<file path="src/rtl/sccb_slave.sv">
// sccb_slave -- SCCB (camera-control bus) register-access slave.
//
// Purpose:
//   Listens on an oversampled SCCB bus and turns 3-phase write cycles
//   (ID / sub-address / data) into one-cycle register write strobes.
//   It answers 2-phase read cycles (ID / read data) by shifting out the
//   register value at reg_addr. A 2-phase write (ID / sub-address, STOP)
//   only updates reg_addr, which sets up the address for a following read.
//
// Ports:
//   clk        system clock; all logic runs on its rising edge
//   rst        asynchronous active-high reset
//   scl        SCCB clock as seen on the bus
//   sda_in     SCCB data as seen on the bus
//   sda_oe     open-drain drive; 1 pulls SDA low, 0 releases it
//   reg_addr   latched sub-address; persists until the next sub-address phase
//   reg_wdata  received write data
//   reg_we     one-cycle write strobe
//   reg_rdata  combinational register value at reg_addr
//   busy       high from START to the matching STOP
//   done       one-cycle pulse when a write or read cycle completes
//
// Configuration:
//   SCCB_SLAVE_ACK_EN  when defined, the slave pulls SDA low during the ninth
//                      (acknowledge) bit of a matching transfer, as on I2C.
//                      When undefined, the ninth bit is left as the SCCB
//                      don't-care bit.

module sccb_slave #(
  parameter logic [7:0] DEV_ID = 8'h42
) (
  input  logic       clk,
  input  logic       rst,
  input  logic       scl,
  input  logic       sda_in,
  output logic       sda_oe,
  output logic [7:0] reg_addr,
  output logic [7:0] reg_wdata,
  output logic       reg_we,
  input  logic [7:0] reg_rdata,
  output logic       busy,
  output logic       done
);

  localparam logic [3:0] ST_IDLE     = 4'd0;
  localparam logic [3:0] ST_DEV_ID   = 4'd1;
  localparam logic [3:0] ST_DEV_ACK  = 4'd2;
  localparam logic [3:0] ST_SUB_ADDR = 4'd3;
  localparam logic [3:0] ST_SUB_ACK  = 4'd4;
  localparam logic [3:0] ST_WR_DATA  = 4'd5;
  localparam logic [3:0] ST_WR_ACK   = 4'd6;
  localparam logic [3:0] ST_RD_DATA  = 4'd7;
  localparam logic [3:0] ST_RD_NA    = 4'd8;
  localparam logic [3:0] ST_IGNORE   = 4'd9;

`ifdef SCCB_SLAVE_ACK_EN
  localparam logic ACK_DRIVE = 1'b1;
`else
  localparam logic ACK_DRIVE = 1'b0;
`endif

  logic       sclMeta_q, sclSync_q, sclDly_q;
  logic       sdaMeta_q, sdaSync_q, sdaDly_q;
  logic       sclRise, sclFall, startDet, stopDet;
  logic [7:0] rxByte;

  logic [3:0] state_q, state_d;
  logic [3:0] bitCnt_q, bitCnt_d;
  logic [7:0] shift_q, shift_d;
  logic       isRead_q, isRead_d;
  logic       sdaOe_q, sdaOe_d;
  logic [7:0] regAddr_q, regAddr_d;
  logic [7:0] regWdata_q, regWdata_d;
  logic       regWe_q, regWe_d;
  logic       done_q, done_d;
  logic       busy_q, busy_d;

  // Two-flop synchronizers for both bus lines plus one extra stage so edges
  // can be seen. Everything resets to the idle-high bus level so that leaving
  // reset on an idle bus produces no false START or STOP.
  always_ff @(posedge clk or posedge rst) begin
    if (rst) begin
      sclMeta_q <= 1'b1;
      sclSync_q <= 1'b1;
      sclDly_q  <= 1'b1;
      sdaMeta_q <= 1'b1;
      sdaSync_q <= 1'b1;
      sdaDly_q  <= 1'b1;
    end else begin
      sclMeta_q <= scl;
      sclSync_q <= sclMeta_q;
      sclDly_q  <= sclSync_q;
      sdaMeta_q <= sda_in;
      sdaSync_q <= sdaMeta_q;
      sdaDly_q  <= sdaSync_q;
    end
  end

  // START/STOP need SCL high in both compared samples, so an SDA change that
  // lands in the same cycle as an SCL edge is never taken for a bus condition.
  assign sclRise  =  sclSync_q & ~sclDly_q;
  assign sclFall  = ~sclSync_q &  sclDly_q;
  assign startDet =  sclSync_q &  sclDly_q &  sdaDly_q & ~sdaSync_q;
  assign stopDet  =  sclSync_q &  sclDly_q & ~sdaDly_q &  sdaSync_q;
  assign rxByte   = {shift_q[6:0], sdaSync_q};

  // Protocol sequencer. Received bits are taken on the SCL rise. Anything the
  // slave drives on SDA changes only on the SCL fall, so the line stays still
  // while SCL is high. In acknowledge states, bitCnt only marks whether the
  // ninth clock has risen yet. The first fall drives the ACK level and the
  // second fall ends the bit.
  always_comb begin
    state_d    = state_q;
    bitCnt_d   = bitCnt_q;
    shift_d    = shift_q;
    isRead_d   = isRead_q;
    sdaOe_d    = sdaOe_q;
    regAddr_d  = regAddr_q;
    regWdata_d = regWdata_q;
    regWe_d    = 1'b0;
    done_d     = 1'b0;
    busy_d     = busy_q;

    if (stopDet) begin
      state_d  = ST_IDLE;
      bitCnt_d = 4'd0;
      sdaOe_d  = 1'b0;
      busy_d   = 1'b0;
    end else if (startDet) begin
      state_d  = ST_DEV_ID;
      bitCnt_d = 4'd0;
      busy_d   = 1'b1;
    end else begin
      case (state_q)
        ST_DEV_ID, ST_SUB_ADDR, ST_WR_DATA: begin
          if (sclRise) begin
            shift_d  = rxByte;
            bitCnt_d = bitCnt_q + 4'd1;
            if (bitCnt_q == 4'd7) begin
              bitCnt_d = 4'd0;
              case (state_q)
                ST_DEV_ID: begin
                  if (rxByte == DEV_ID) begin
                    isRead_d = 1'b0;
                    state_d  = ST_DEV_ACK;
                  end else if (rxByte == (DEV_ID | 8'h01)) begin
                    isRead_d = 1'b1;
                    state_d  = ST_DEV_ACK;
                  end else begin
                    state_d  = ST_IGNORE;
                  end
                end
                ST_SUB_ADDR: begin
                  regAddr_d = rxByte;
                  state_d   = ST_SUB_ACK;
                end
                default: begin
                  regWdata_d = rxByte;
                  regWe_d    = 1'b1;
                  done_d     = 1'b1;
                  state_d    = ST_WR_ACK;
                end
              endcase
            end
          end
        end

        ST_DEV_ACK, ST_SUB_ACK, ST_WR_ACK: begin
          if (sclRise) begin
            bitCnt_d = 4'd1;
          end else if (sclFall) begin
            if (bitCnt_q == 4'd0) begin
              sdaOe_d = ACK_DRIVE;
            end else begin
              bitCnt_d = 4'd0;
              sdaOe_d  = 1'b0;
              case (state_q)
                ST_DEV_ACK: begin
                  if (isRead_q) begin
                    // The first read bit goes out on the same fall that ends the ACK bit.
                    shift_d = reg_rdata;
                    sdaOe_d = ~reg_rdata[7];
                    state_d = ST_RD_DATA;
                  end else begin
                    state_d = ST_SUB_ADDR;
                  end
                end
                ST_SUB_ACK: state_d = ST_WR_DATA;
                default:    state_d = ST_IGNORE;
              endcase
            end
          end
        end

        ST_RD_DATA: begin
          if (sclRise) begin
            bitCnt_d = bitCnt_q + 4'd1;
          end else if (sclFall) begin
            if (bitCnt_q == 4'd8) begin
              bitCnt_d = 4'd0;
              sdaOe_d  = 1'b0;
              done_d   = 1'b1;
              state_d  = ST_RD_NA;
            end else begin
              shift_d = {shift_q[6:0], 1'b0};
              sdaOe_d = ~shift_q[6];
            end
          end
        end

        ST_RD_NA: begin
          if (sclRise) begin
            state_d = ST_IGNORE;
          end
        end

        ST_IGNORE: begin
          sdaOe_d = 1'b0;
        end

        ST_IDLE: begin
          sdaOe_d = 1'b0;
        end

        default: begin
          state_d = ST_IDLE;
        end
      endcase
    end
  end

  // State and output registers.
  always_ff @(posedge clk or posedge rst) begin
    if (rst) begin
      state_q    <= ST_IDLE;
      bitCnt_q   <= 4'd0;
      shift_q    <= 8'h00;
      isRead_q   <= 1'b0;
      sdaOe_q    <= 1'b0;
      regAddr_q  <= 8'h00;
      regWdata_q <= 8'h00;
      regWe_q    <= 1'b0;
      done_q     <= 1'b0;
      busy_q     <= 1'b0;
    end else begin
      state_q    <= state_d;
      bitCnt_q   <= bitCnt_d;
      shift_q    <= shift_d;
      isRead_q   <= isRead_d;
      sdaOe_q    <= sdaOe_d;
      regAddr_q  <= regAddr_d;
      regWdata_q <= regWdata_d;
      regWe_q    <= regWe_d;
      done_q     <= done_d;
      busy_q     <= busy_d;
    end
  end

  assign sda_oe    = sdaOe_q;
  assign reg_addr  = regAddr_q;
  assign reg_wdata = regWdata_q;
  assign reg_we    = regWe_q;
  assign done      = done_q;
  assign busy      = busy_q;

endmodule
</file>
<file path="config.mk">
export PLATFORM = sky130hd
export DESIGN_NAME = sccb_slave
export DESIGN_NICKNAME = d
export VERILOG_FILES = /design/src/rtl/sccb_slave.sv
export SDC_FILE = /design/constraint.sdc
export NUM_CORES = 1
export LEC_CHECK = 0
export BUFFER_PORTS_ARGS = -buffer_cell sky130_fd_sc_hd__buf_2
export CAP_MARGIN = 15
export CORE_MARGIN = 1.5
export CORE_UTILIZATION = 51
export CTS_CLUSTER_SIZE = 14
export DETAILED_ROUTE_END_ITERATION = 8
export PLACE_DENSITY = 0.82
export SYNTH_ARGS = -nofsm -noshare
export SYNTH_HDL_FRONTEND = slang
export SYNTH_SLANG_ARGS = --single-unit
</file>
<file path="constraint.sdc">
create_clock -name clk -period 2.15 [get_ports clk]
set_input_delay 0.43 -clock clk [delete_from_list [all_inputs] [get_ports clk]]
set_output_delay 0.43 -clock clk [all_outputs]
set_load 0.01 [all_outputs]
</file>
==> results.sh <==
export IMPL_postSynth_topFlopCell="dfrtp_1"
export IMPL_detailedPlace_worstSlack_ns=0.0330
export IMPL_clkSinkCount=42
export IMPL_routed_wl_um=4960
export IMPL_post_synthesis_simple_gate_area_fraction_pct=18.7
export IMPL_synthXorXnorAreaFrac_pct=0.801
export IMPL_net_total_in_the_final_layout=279
export IMPL_antenna_cells=0
export IMPL_synthesis_yosys_warnings=0
export IMPL_fraction_of_registers_with_async_set_or_reset_after_synthesis_pct=100
export IMPL_die_width_um=68.5
export IMPL_synth_area_um2=2190
export IMPL_hold_viol_final=0
export IMPL_seqCellArea_um2=1060
export IMPL_maxSlewViolCount=0
export IMPL_fp_coreArea_um2=4060
export IMPL_fin_tns_setup_ns=0
export IMPL_syn_mean_instance_area_um2=10.2
export IMPL_via_count=1819
export IMPL_critical_path_arrival_ns=2.28
export IMPL_clock_skew_final_ns=0.0106
export IMPL_ctsRootBufferMaster="clkbuf_8"
export IMPL_p_total_mw=2.43
export IMPL_max_cap_violations=0
export IMPL_powerDensity_nw_per_um2=928
export IMPL_detail_route_first_pass_iterations=4
export IMPL_dp_hpwl_um=3450
export IMPL_post_synth_num_cell_types=48
export IMPL_synth_top_area_cell="dfrtp_1"
export IMPL_chipHeight_um=68.5
export IMPL_route_detailed_vias_per_inst=5.81
export IMPL_layout_cells_non_filler=313
export IMPL_achievable_frequency_mhz=477
export IMPL_cpPeakStageDelay_ns=0.59
export IMPL_setup_viol_count_final=0
export IMPL_multi_input_area_um2=1050
export IMPL_synth_area_in_adders_pct=2.86
export IMPL_required_ns=2.33
export IMPL_drcViolationCount=0
export IMPL_fin_crit_sh_pct=97.5
export IMPL_clock_tree_from_tritoncts="yes"
export IMPL_gp_routability_congestion=0.957
export IMPL_syn2layout_area_growth_pct=19.9
export IMPL_hp_class="input port to flop"
export IMPL_placed_cells_incl_taps=304
export IMPL_layout_setup_ws_ns=0.0527
export IMPL_critical_path_peak_fanout=8
export IMPL_num_fill_cells=309
export IMPL_synthesis_instances=215
export IMPL_synth_seq_area_share_pct=48.4
export IMPL_routedWlPerCell_um=15.8
export IMPL_port_buffers=31
export IMPL_synth_fp_nets=232
export IMPL_critical_path_slowest_cell="dfstp_2"
export IMPL_criticalPathCategory="flop to flop"
export IMPL_layout_min_cycle_time_ns=2.10
export IMPL_vdd_drop_max_mv=0.567
export IMPL_postLayoutCoreUtil_pct=64.6
export IMPL_ant_nets=0
export IMPL_result_of_the_run="completed"
export IMPL_synth_top_area_share_pct=41.2
export IMPL_drtIter0Drc=196
export IMPL_worstSetupStartpointType="flop"
export IMPL_grt_pass1_wl_um=7870
export IMPL_synth_seq_cells=42
export IMPL_synthMuxAreaShare_pct=11.0
export IMPL_ios=32
export IMPL_synth_top_family_by_area="simple AND/OR/NAND/NOR gates"
export IMPL_cts_htree_levels=2
export IMPL_synth_area_in_compound_gates_pct=14.2
export IMPL_antenna_found_initial=0
export IMPL_clk_pin_slew_ns=0.09
export IMPL_floorplan_rows=23
export IMPL_largest_net_degree_at_the_start_of_global_routing=43
export IMPL_number_of_global_route_vias_before_repair=1598
export IMPL_global_route_overflow_total=0
export IMPL_layout_drive_gt1_share_pct=27.8
export IMPL_floorplan_initialDensity_pct=53.9
export IMPL_die_area_um2=4690
export IMPL_numCtsBuffers=5
export IMPL_timing_slew_headroom_pct=55.4
export IMPL_bufs_on_longest_clock_path=2
export IMPL_synth_area_top_cells="dfrtp_1 (41%), mux2_1 (7.7%), dfstp_2 (7.2%)"
export IMPL_nature_of_the_critical_path_endpoint="flop"
export IMPL_tightestPinTransition_ns=0.666
export IMPL_timing_critical_path_cells="ha_4 > nand4b_1 > buf_4 > nor2_1 > nand2_1 > nor3_4 > buf_12 > mux2_1"
export IMPL_number_of_enable_type_register_cells_in_the_synthesized_netlist=0
export IMPL_hold_buffers_post_cts=0
export IMPL_leakage_power_summed_over_all_cells_nw=1.25
export IMPL_clkLatencyLatePin_ns=0.30
export IMPL_grt_total_usage_pct=23.4
[repair_timing]
item,CTS,global route
setup endpoints to repair,0,18
buffers inserted,0,1
hold endpoints to repair,0,0
gates resized for setup,0,6
[stage by stage]
step / hold WS (ns) / cell area (µm²)
floorplan: 0.345 / 2190
global placement: 0.345 / 2500
detailed placement: 0.347 / 2500
CTS: 0.211 / 2600
global route: 0.211 / 2620
finish: 0.216 / 2620
[state kept, by name, summed over array words and instances, names as in the netlist, 4 cells and up]
register   flops
shift_q        7
state_q        4
reg_addr       8
bitCnt_q       4
reg_wdata      8
[cells by family after synthesis]
logic type / after synthesis
XOR/XNOR: 2
adder cells (fa/ha/maj): 5
buffers and inverters: 21
flip-flops: 42
AND/OR/NAND/NOR: 73
AO/OA/AOI/OAI: 50
multiplexers: 22
[where the power goes]
part / switching [mW] / internal, mW / leakage [nW]
clock: 0.285 / 0.264 / 0.0478
combinational: 0.458 / 0.360 / 0.657
sequential: 0.163 / 0.900 / 0.548
total: 0.907 / 1.53 / 1.25
[layout by cell type (no fill, tap or decap), types with 3 or more instances in the layout]
master     n
a21oi_1   10
inv_1     12
nand2_1   23
nor2_1    11
nand3_1    5
nand4b_1   4
ha_1       4
nand2b_1   3
nor3_1     3
a31oi_1    3
nand3b_1   4
dfstp_2    6
dfrtp_1   36
o22ai_1    3
buf_2     31
o21ai_1   12
mux2i_1    6
buf_4     17
or3_1      4
clkbuf_8   6
o21ai_0    8
mux2_1    15
[area by class of cell]
class                      instances  share of cell area (%)
sequential                        42                    40.4
multi-input combinational        152                    40.2
timing repair buffer              49                    11.6
clock buffer                       6                    3.15
tap                               50                    2.39
inverter                          12                    1.72
clock inverter                     2                   0.621
[worst paths after layout]
kind	startpoint	to	slack, ns	depth (start not counted)
max	sclSync_q	reg_wdata[1]	0.05	8
min	sda_in	sdaMeta_q	0.22	1
max reg2reg	sclSync_q	reg_wdata[1]	0.05	8
min reg2reg	sdaMeta_q	sdaSync_q	0.36	0
max in group asynchronous	rst	sclSync_q	1.50	3
min in group asynchronous	rst	reg_wdata[2]	0.25	3
[synthesized netlist by cell type (3+ instances only)]
| master | instances |
|---|---|
| mux2i_1 | 6 |
| mux2_1 | 15 |
| nand3_1 | 5 |
| buf_2 | 5 |
| dfrtp_1 | 36 |
| nand3b_1 | 4 |
| or3_1 | 4 |
| o21ai_1 | 10 |
| ha_1 | 5 |
| nor2b_1 | 3 |
| inv_1 | 12 |
| nand2_1 | 23 |
| o22ai_1 | 3 |
| nor3_1 | 3 |
| o21ai_0 | 10 |
| nor2_1 | 11 |
| dfstp_2 | 6 |
| nand2b_1 | 3 |
| nand4b_1 | 4 |
| a21oi_1 | 10 |
| a31oi_1 | 3 |
[worst max-delay path, delay by kind of cell, from the launching register on]
kind | cells | cell delay, ns
flops | 1 | 0.59
buf+inv | 2 | 0.34
mux | 1 | 0.33
fa+ha+maj | 1 | 0.18
simple gates | 4 | 0.56
[layer usage]
| layer | GRT usage (%) | vias to the layer above | wire length (µm) |
|---|---|---|---|
| met5 | 0 | - | 0 |
| met4 | 6.75 | 0 | 73 |
| met3 | 4.93 | 8 | 333 |
| met2 | 37.7 | 68 | 2400 |
| met1 | 31.8 | 888 | 2150 |
| li1 | - | 855 | - |
No activity file was read; power rests on OpenSTA's default activity.
